<file path="config.mk">
export PLATFORM = sky130hd
export DESIGN_NAME = cmd_scheduler
export DESIGN_NICKNAME = d
export VERILOG_FILES = /design/src/rtl/cmd_scheduler.sv
export SDC_FILE = /design/constraint.sdc
export NUM_CORES = 1
export LEC_CHECK = 0
export CORE_ASPECT_RATIO = 1.25
export CORE_MARGIN = 2
export CORE_UTILIZATION = 42
export CTS_CLUSTER_DIAMETER = 60
export CTS_CLUSTER_SIZE = 30
export DETAILED_ROUTE_END_ITERATION = 6
export MAX_ROUTING_LAYER = met4
export PLACE_DENSITY = 0.68
export REMOVE_ABC_BUFFERS = 1
export SYNTH_ARGS = -nofsm -noshare
export SYNTH_HDL_FRONTEND = slang
export SYNTH_SLANG_ARGS = --single-unit
</file>
<file path="constraint.sdc">
create_clock -name clk_i -period 4.75 [get_ports clk_i]
set_clock_uncertainty 0.05 [all_clocks]
set_input_delay 0.95 -clock clk_i [delete_from_list [all_inputs] [get_ports clk_i]]
set_output_delay 0.95 -clock clk_i [all_outputs]
set_load 0.02 [all_outputs]
</file>
<file path="src/rtl/cmd_scheduler.sv">
// Command scheduler: merges UART command bytes and button edges into a 4-entry FIFO and
// replays each command on cmd_o for HOLD_CYCLES cycles followed by a GAP_CYCLES quiet gap.
module cmd_scheduler #(
    parameter int unsigned HOLD_CYCLES = 4,
    parameter int unsigned GAP_CYCLES  = 4
) (
    input  logic       clk_i,
    input  logic       rst_i,
    input  logic       uart_valid_i,
    input  logic [7:0] uart_data_i,
    input  logic [5:0] btn_i,
    output logic [7:0] cmd_o,
    output logic       busy_o,
    output logic [2:0] level_o,
    output logic [7:0] drop_count_o
);

    localparam int unsigned DEPTH = 4;
    localparam logic [3:0] HoldLoad = 4'(HOLD_CYCLES - 1);
    localparam logic [3:0] GapLoad  = 4'(GAP_CYCLES - 1);

    typedef enum logic [1:0] {StIdle, StHold, StGap} state_e;

    state_e      state_q, state_d;
    logic [3:0]  cnt_q, cnt_d;
    logic [7:0]  cmd_q, cmd_d;
    logic [7:0]  fifo_q [DEPTH];
    logic [1:0]  wr_ptr_q, wr_ptr_d;
    logic [1:0]  rd_ptr_q, rd_ptr_d;
    logic [2:0]  level_q, level_d;
    logic [5:0]  pend_q, pend_d;
    logic [5:0]  btn_prev_q;
    logic [7:0]  drop_q, drop_d;

    logic        pop, push, can_push, uart_legal;
    logic [7:0]  push_data;
    logic [5:0]  pend_all;

    function automatic logic is_legal(input logic [7:0] b);
        return (b == 8'h65) || (b == 8'h70) || (b == 8'h62) ||
               (b == 8'h73) || (b == 8'h74) || (b == 8'h77);
    endfunction

    function automatic logic [7:0] btn_code(input logic [2:0] idx);
        logic [7:0] code;
        case (idx)
            3'd0:    code = 8'h65;
            3'd1:    code = 8'h70;
            3'd2:    code = 8'h62;
            3'd3:    code = 8'h73;
            3'd4:    code = 8'h74;
            3'd5:    code = 8'h77;
            default: code = 8'h00;
        endcase
        return code;
    endfunction

    // Rising edges join the pending set combinationally so a fresh edge can push this cycle.
    always_comb begin
        pop        = (state_q == StIdle) && (level_q != 3'd0);
        can_push   = (level_q < 3'(DEPTH)) || pop;
        pend_all   = pend_q | (btn_i & ~btn_prev_q);
        uart_legal = uart_valid_i && is_legal(uart_data_i);
        push       = 1'b0;
        push_data  = 8'h00;
        pend_d     = pend_all;
        drop_d     = drop_q;
        if (uart_legal) begin
            if (can_push) begin
                push      = 1'b1;
                push_data = uart_data_i;
            end else if (drop_q != 8'hFF) begin
                drop_d = drop_q + 8'd1;
            end
        end else if (can_push) begin
            for (int i = 0; i < 6; i++) begin
                if (pend_all[i] && !push) begin
                    push      = 1'b1;
                    push_data = btn_code(3'(i));
                    pend_d[i] = 1'b0;
                end
            end
        end
    end

    always_comb begin
        wr_ptr_d = push ? wr_ptr_q + 2'd1 : wr_ptr_q;
        rd_ptr_d = pop ? rd_ptr_q + 2'd1 : rd_ptr_q;
        level_d  = level_q;
        case ({push, pop})
            2'b10:   level_d = level_q + 3'd1;
            2'b01:   level_d = level_q - 3'd1;
            default: level_d = level_q;
        endcase
    end

    always_comb begin
        state_d = state_q;
        cnt_d   = cnt_q;
        cmd_d   = cmd_q;
        unique case (state_q)
            StIdle: begin
                if (pop) begin
                    cmd_d   = fifo_q[rd_ptr_q];
                    cnt_d   = HoldLoad;
                    state_d = StHold;
                end else begin
                    cmd_d = 8'h00;
                end
            end
            StHold: begin
                if (cnt_q == 4'd0) begin
                    cmd_d   = 8'h00;
                    cnt_d   = GapLoad;
                    state_d = StGap;
                end else begin
                    cnt_d = cnt_q - 4'd1;
                end
            end
            StGap: begin
                cmd_d = 8'h00;
                if (cnt_q == 4'd0) begin
                    state_d = StIdle;
                end else begin
                    cnt_d = cnt_q - 4'd1;
                end
            end
            default: begin
                state_d = StIdle;
                cmd_d   = 8'h00;
                cnt_d   = 4'd0;
            end
        endcase
    end

    always_ff @(posedge clk_i or posedge rst_i) begin
        if (rst_i) begin
            state_q    <= StIdle;
            cnt_q      <= 4'd0;
            cmd_q      <= 8'h00;
            wr_ptr_q   <= 2'd0;
            rd_ptr_q   <= 2'd0;
            level_q    <= 3'd0;
            pend_q     <= 6'd0;
            btn_prev_q <= 6'd0;
            drop_q     <= 8'd0;
        end else begin
            state_q    <= state_d;
            cnt_q      <= cnt_d;
            cmd_q      <= cmd_d;
            wr_ptr_q   <= wr_ptr_d;
            rd_ptr_q   <= rd_ptr_d;
            level_q    <= level_d;
            pend_q     <= pend_d;
            btn_prev_q <= btn_i;
            drop_q     <= drop_d;
        end
    end

    // Storage needs no reset: pointers and level define which entries are live.
    always_ff @(posedge clk_i) begin
        if (push) begin
            fifo_q[wr_ptr_q] <= push_data;
        end
    end

    assign cmd_o        = cmd_q;
    assign busy_o       = (state_q != StIdle);
    assign level_o      = level_q;
    assign drop_count_o = drop_q;

endmodule

</file>
### Word level (Yosys, flattened, before mapping)

Memories as Yosys holds them, arrays and structs flattened.
Cells that the tools add are included.

* register bits: 41
* bits in writable memories: 32
* bits of input ports: 17
* output and inout port bits: 20
* logic and storage cells: 111
* memories: 1

Memories
* fifo_q: depth 4, bits a word 8, read ports 1, clocked after Yosys merged registers in 0, wr ports 1, RTL line 27 `logic [7:0] fifo_q [DEPTH];`

* add/subtract/negate cells: 6
* order comparisons: 1
* equality and inequality tests: 15
* muxes and demuxes: 49
* bitwise operators: 4
* reduce and logical (&&, ||, !) cells: 26

Operators by type and width (number)
* 2-to-1 mux 8 bit: 10
* == test 8 x 7 -> 1 bit (second input constant): 6
* 2-to-1 mux 1 bit: 26
* one-hot mux 8 bit (2 select lines): 1
* 2-to-1 mux 4 bit: 3
* 2-to-1 mux 6 bit: 2
* one-hot mux 4 bit (3 select lines): 1
* adder 8 x 1 -> 8 bit (second input constant): 1
* != test 2 bit (second input constant): 4
* != test 8 bit (second input constant): 1
* logical AND 1 bit: 7
* 2-to-1 mux 7 bit: 1
* bitwise AND 6 bit: 1
* logical OR 1 bit: 6
* 2-to-1 mux 2 bit: 3
* inverter 6 bit: 1
* bitwise OR 6 bit: 1
* one-hot mux 2 bit (3 select lines): 1
* one-hot mux 3 bit (2 select lines): 1
* AND reduction 3 bit: 2
* zero test 1 bit: 5
* adder 2 x 1 -> 2 bit (second input constant): 2
* == test 2 x 1 -> 1 bit (second input constant): 2
* == test 2 bit (second input constant): 2
* 10 further kinds: 11

### Longest topological paths before layout

* depth after elaboration: 35
* depth in mapped cells: 12
* mapped depth without buffers: 11

### Worst setup path before layout

Ideal clock, no wire load.

* path type: input to register
* from: input port btn_i[1]
* to: register level_q[2] (netlist: level_o[2])
* setup time: 0.080 ns
* arrival: 2.927 ns
* data required time: 4.620 ns
* slack: 1.693 ns
* stages on the path: 12
* path buffers: 1
* cell sequence: nor2b_4 a2111oi_4 and3_1 buf_6 a31oi_4 inv_1 ha_1 inv_1 fa_1 xor2_1 nor2_1 xor2_1

* cells in the longest elaborated chain, start to end: 28
* elaborated cells between the ends (all ways): 30
* those cells by class: eq/ne (2); mux (16); bitwise (2); reduce/logical (10)

RTL lines
* start: declaration: RTL line 11 `input logic [5:0] btn_i,`
* bitwise AND 6 bit *: RTL line 62 `pend_all = pend_q | (btn_i & ~btn_prev_q);`
* bitwise OR 6 bit *: RTL line 62
* logical AND 1 bit *: RTL line 77 `if (pend_all[i] && !push) begin`
* 2-to-1 mux 1 bit *: RTL line 77
* 2-to-1 mux 1 bit *: RTL line 75 `end else if (can_push) begin`
* 2-to-1 mux 1 bit *: RTL line 68 `if (uart_legal) begin`
* zero test 1 bit: RTL line 77
* logical AND 1 bit: RTL line 77
* (+12 left out)
* 2-to-1 mux 1 bit *: RTL line 68
* zero test 1 bit: RTL line 77
* logical AND 1 bit: RTL line 77
* 2-to-1 mux 1 bit *: RTL line 77
* 2-to-1 mux 1 bit *: RTL line 75
* 2-to-1 mux 1 bit *: RTL line 68
* == test 2 x 1 -> 1 bit / == test 2 bit (equally long branches): RTL line 90 `case ({push, pop})`
* one-hot mux 3 bit (2 select lines) / nonzero test 2 bit (equally long branches)
* end signal: assignment: RTL line 153 `level_q <= level_d;`
* end: declaration: RTL line 30 `logic [2:0] level_q, level_d;`

Mark *: on every way between the ends. The rest lies on a longest branch, timed or not. The select of a mux whose other input is x is not followed.
A chain may end at the register's enable or synchronous reset.

### Worst setup path after layout

* from: input port uart_data_i[0]
* to: register level_q[2] (netlist: level_o[2])

* cells in the longest elaborated chain, start to end: 10
* elaborated cells between the ends (all ways): 17
* those cells by class: eq/ne (8); mux (2); reduce/logical (7)

RTL lines
* start: declaration: RTL line 10 `input logic [7:0] uart_data_i,`
* == test 8 x 7 -> 1 bit: RTL line 40 `return (b == 8'h65) || (b == 8'h70) || (b == 8'h62) ||`
* logical OR 1 bit (3 in series): RTL line 40
* logical OR 1 bit: RTL line 41 `(b == 8'h73) || (b == 8'h74) || (b == 8'h77);`
* logical OR 1 bit *: RTL line 41
* logical AND 1 bit *: RTL line 63 `uart_legal = uart_valid_i && is_legal(uart_data_i);`
* 2-to-1 mux 1 bit *: RTL line 68
* == test 2 x 1 -> 1 bit / == test 2 bit (equally long branches): RTL line 90
* one-hot mux 3 bit (2 select lines) / nonzero test 2 bit (equally long branches)

Mark *: on every way between the ends. The rest lies on a longest branch, timed or not.

==> reports/metrics.yaml <==
clocking:
  clockRootBuffer: "clkbuf_8"
  cts_resized: 0
  clk_pin_slew_ns: 0.07
  clock_path_buffers: 2
  cts_tree: "done"
  htreeDepth: 3
  cts_buffers: 9
  post_cts_buffers: 0
  clkSinkCount: 73
  ctsHoldBuffers: 0
  clkLatencyLatePin_ns: 0.34
synthesis:
  synth_top_area_share_pct: 31.7
  synth_warnings: 0
  syn_area_um2: 3240
  yosysSeqAreaShare_pct: 61.3
  ys_top_cells_by_count: "41 x dfrtp_1, 32 x edfxtp_1, 13 x inv_1, 13 x nand2_1, 11 x xor2_1"
  yosys.area.top_type: "dfrtp_1"
  synth_area_leaders: "dfrtp_1 32%, edfxtp_1 30%, mux4_2 5.6%"
  yosysUniqueCellTypes: 52
  synth_edf_count: 32
  synth_seq_cells: 73
  syn_area_per_cell_um2: 13.9
  yosysMostFrequentCell: "dfrtp_1"
  synth_ff_type: "dfrtp_1"
  synthCells: 233
  synth-async-reset-ratio_pct: 56.2
die:
  die_w_um: 82.6
  core_area_um2: 7440
  row_count: 35
  die_y_um: 102
  io_pins: 37
  start_util_pct: 43.5
  die_area_um2: 8440
finish:
  fillCellCount: 660
  diodes: 0
  area_growth_pct: 19.5
  fin_nets: 305
  fin_util_pct: 52.0
  drive_gt1_share_pct: 14.1
route:
  drtAntennaViolNets: 0
  wl_per_cell_um: 14.9
  drc: 0
  wl_met2_um: 2810
  wl_met1_um: 2490
  wl_met3_um: 152
  routed_wl_um: 5610
  viasPerCell: 5.20
  num_vias: 1955
  drt_iter0_markers: 95
  routed.top_layer: "met4"
  dr.pass1.iters: 4
timing:
  setup_viol: 0
  layout_setup_ws_ns: 1.28
  finalCritPeriodShare_pct: 73.1
  slew_viol_final: 0
  grt_setup_unrepaired: "false"
  period_needed_ns: 3.47
  hold_violations: 0
  whs_ns: 0.451
  slew_headroom_pct: 28.5
  fin_setup_tns_ns: 0
  max_freq_ghz: 0.288
  worstMarginPinSlew_ns: 1.07
power_and_ir_drop:
  p_comb_share_pct: 37.5
  ir_drop_uv: 242
  p_sw_share_pct: 34.6
  power_density_nw_per_um2: 636
  seqPwrFrac_pct: 44.2
  total_leakage_power_nw: 1.54
  power_frac_clock_pct: 18.2
  switchingPower_mw: 0.852
  p_int_mw: 1.61
worst_setup_path:
  cp.arrival_ns: 3.69
  slowest_stage: "o21ai_2"
  cp_cell_sequence: "clkdlybuf4s50_1 > nand2b_1 > o22ai_1 > o21ai_2 > a31oi_4 > inv_1 > ha_1 > inv_1 > fa_1 > xor2_1 > nor2_1 > xor2_1"
  endpoint_kind: "flip-flop"
  critical-path-max-stage-delay_ns: 0.55
  required_ns: 4.97
  critical-path-top-delay-family: "compound AO/OA/AOI/OAI gates"
  path_buf_inv: 3
  critPathLaunchType: "input pin"
  cp_max_fo: 16
  criticalPathCategory: "in -> reg"
placed_design:
  port_buffers: 36
  gp_congestion: 0.797
  dp_hpwl_um: 3900
  dpl_worst_slack_ns: 0.915
job:
  maxCapViolations: 0
min_path:
  hold_class: "reg -> reg"
global_route:
  grtUsageTotal_pct: 16.5
  grt-ovfl-total: 0
  grt_pass1_vias: 2050
  grt_max_degree: 42
  grt_antenna_before_repair: 0
  grt_pass1_wl_um: 9850
run_status:
  outcome: "finished, final reports clean"
worst reg2reg max path: cells and delay by family, from the launching register on:
kind,cells,cell delay (ns)
and+or+nand+nor,3,1.19
buffers and inverters,1,0.06
DFF,1,0.46
adders and majority gates,2,0.69
xor gates and xnor gates,2,0.30
logic make-up (layout without fill, tap and decap cells):
| family | Yosys count | in the layout | share of synthesized area [%] |
|---|---|---|---|
| flops | 73 | 73 | 61.3 |
| compound gates | 45 | 45 | 10.7 |
| xor+xnor | 15 | 15 | 4.05 |
| fa+ha+maj | 9 | 9 | 3.71 |
| mux | 10 | 10 | 6.37 |
| simple gates | 58 | 58 | 10.5 |
| other cells | 1 | 8 | 0.116 |
| buf+inv | 22 | 66 | 3.28 |
power by group through the flow:
stage,clock network (mW),logic [mW],registers [mW]
after detailed placement,0,0.928,1.10
after global placement,0,0.899,1.09
after CTS,0.465,0.935,1.09
after floorplan,0,0.604,1.12
after global routing,0.491,1.03,1.12
final,0.449,0.924,1.09
cells in the final DEF, fill, tap and decap left out, types with 4 or more instances in the layout:
cell type	count
a21oi_1	10
a22o_1	8
a31oi_1	5
and2_2	4
clkbuf_8	9
clkdlybuf4s50_1	36
conb_1	8
dfrtp_1	41
edfxtp_1	32
ha_1	8
inv_1	13
mux4_2	8
nand2_1	13
nand3_1	4
nor2_1	10
nor3_1	5
o21ai_0	10
xnor2_1	4
xor2_1	11
routing by layer:
layer	GRT usage, %	vias to the layer above
met3	3.09	12
met5	-	-
met2	25.6	43
li1	-	938
met4	9.58	0
met1	19.9	962
cell type report:
class | count | area (µm²) | share of cell area [%]
inverter | 13 | 48.8 | 1.26
sequential | 73 | 1990 | 51.3
multi-input combinational | 145 | 1170 | 30.3
clock buffer | 12 | 135 | 3.49
timing repair buffer | 37 | 368 | 9.50
tap | 92 | 115 | 2.97
clock inverter | 4 | 43.8 | 1.13
stage by stage:
stage               instance area [µm²]  instances  power (mW)
floorplan                          3210        231        1.72
global route                       3870        376        2.65
CTS                                3870        376        2.49
finish                             3870        376        2.46
global placement                   3690        360        1.99
detailed placement                 3690        360        2.03
flip-flops by register name, indices dropped and copies added, names as in the netlist:
name,count
rd_ptr_q,2
pend_q,6
level_o,3
cmd_o,8
wr_ptr_q,2
state_q,2
fifo_q,32
cnt_q,4
drop_count_o,8
btn_prev_q,6
worst paths after layout:
kind                                 from            end  slack [ns]  depth (start not counted)
max                        uart_data_i[0]     level_o[2]        1.28                         12
min                              cmd_o[7]       cmd_o[7]        0.45                          1
max reg2reg                    state_q[1]     level_o[2]        1.93                          8
min in group asynchronous           rst_i  btn_prev_q[1]        1.00                          3
min reg2reg                      cmd_o[7]       cmd_o[7]        0.45                          1
max in group asynchronous           rst_i    wr_ptr_q[0]        3.28                          3
No activity file was read; power rests on OpenSTA's default activity.
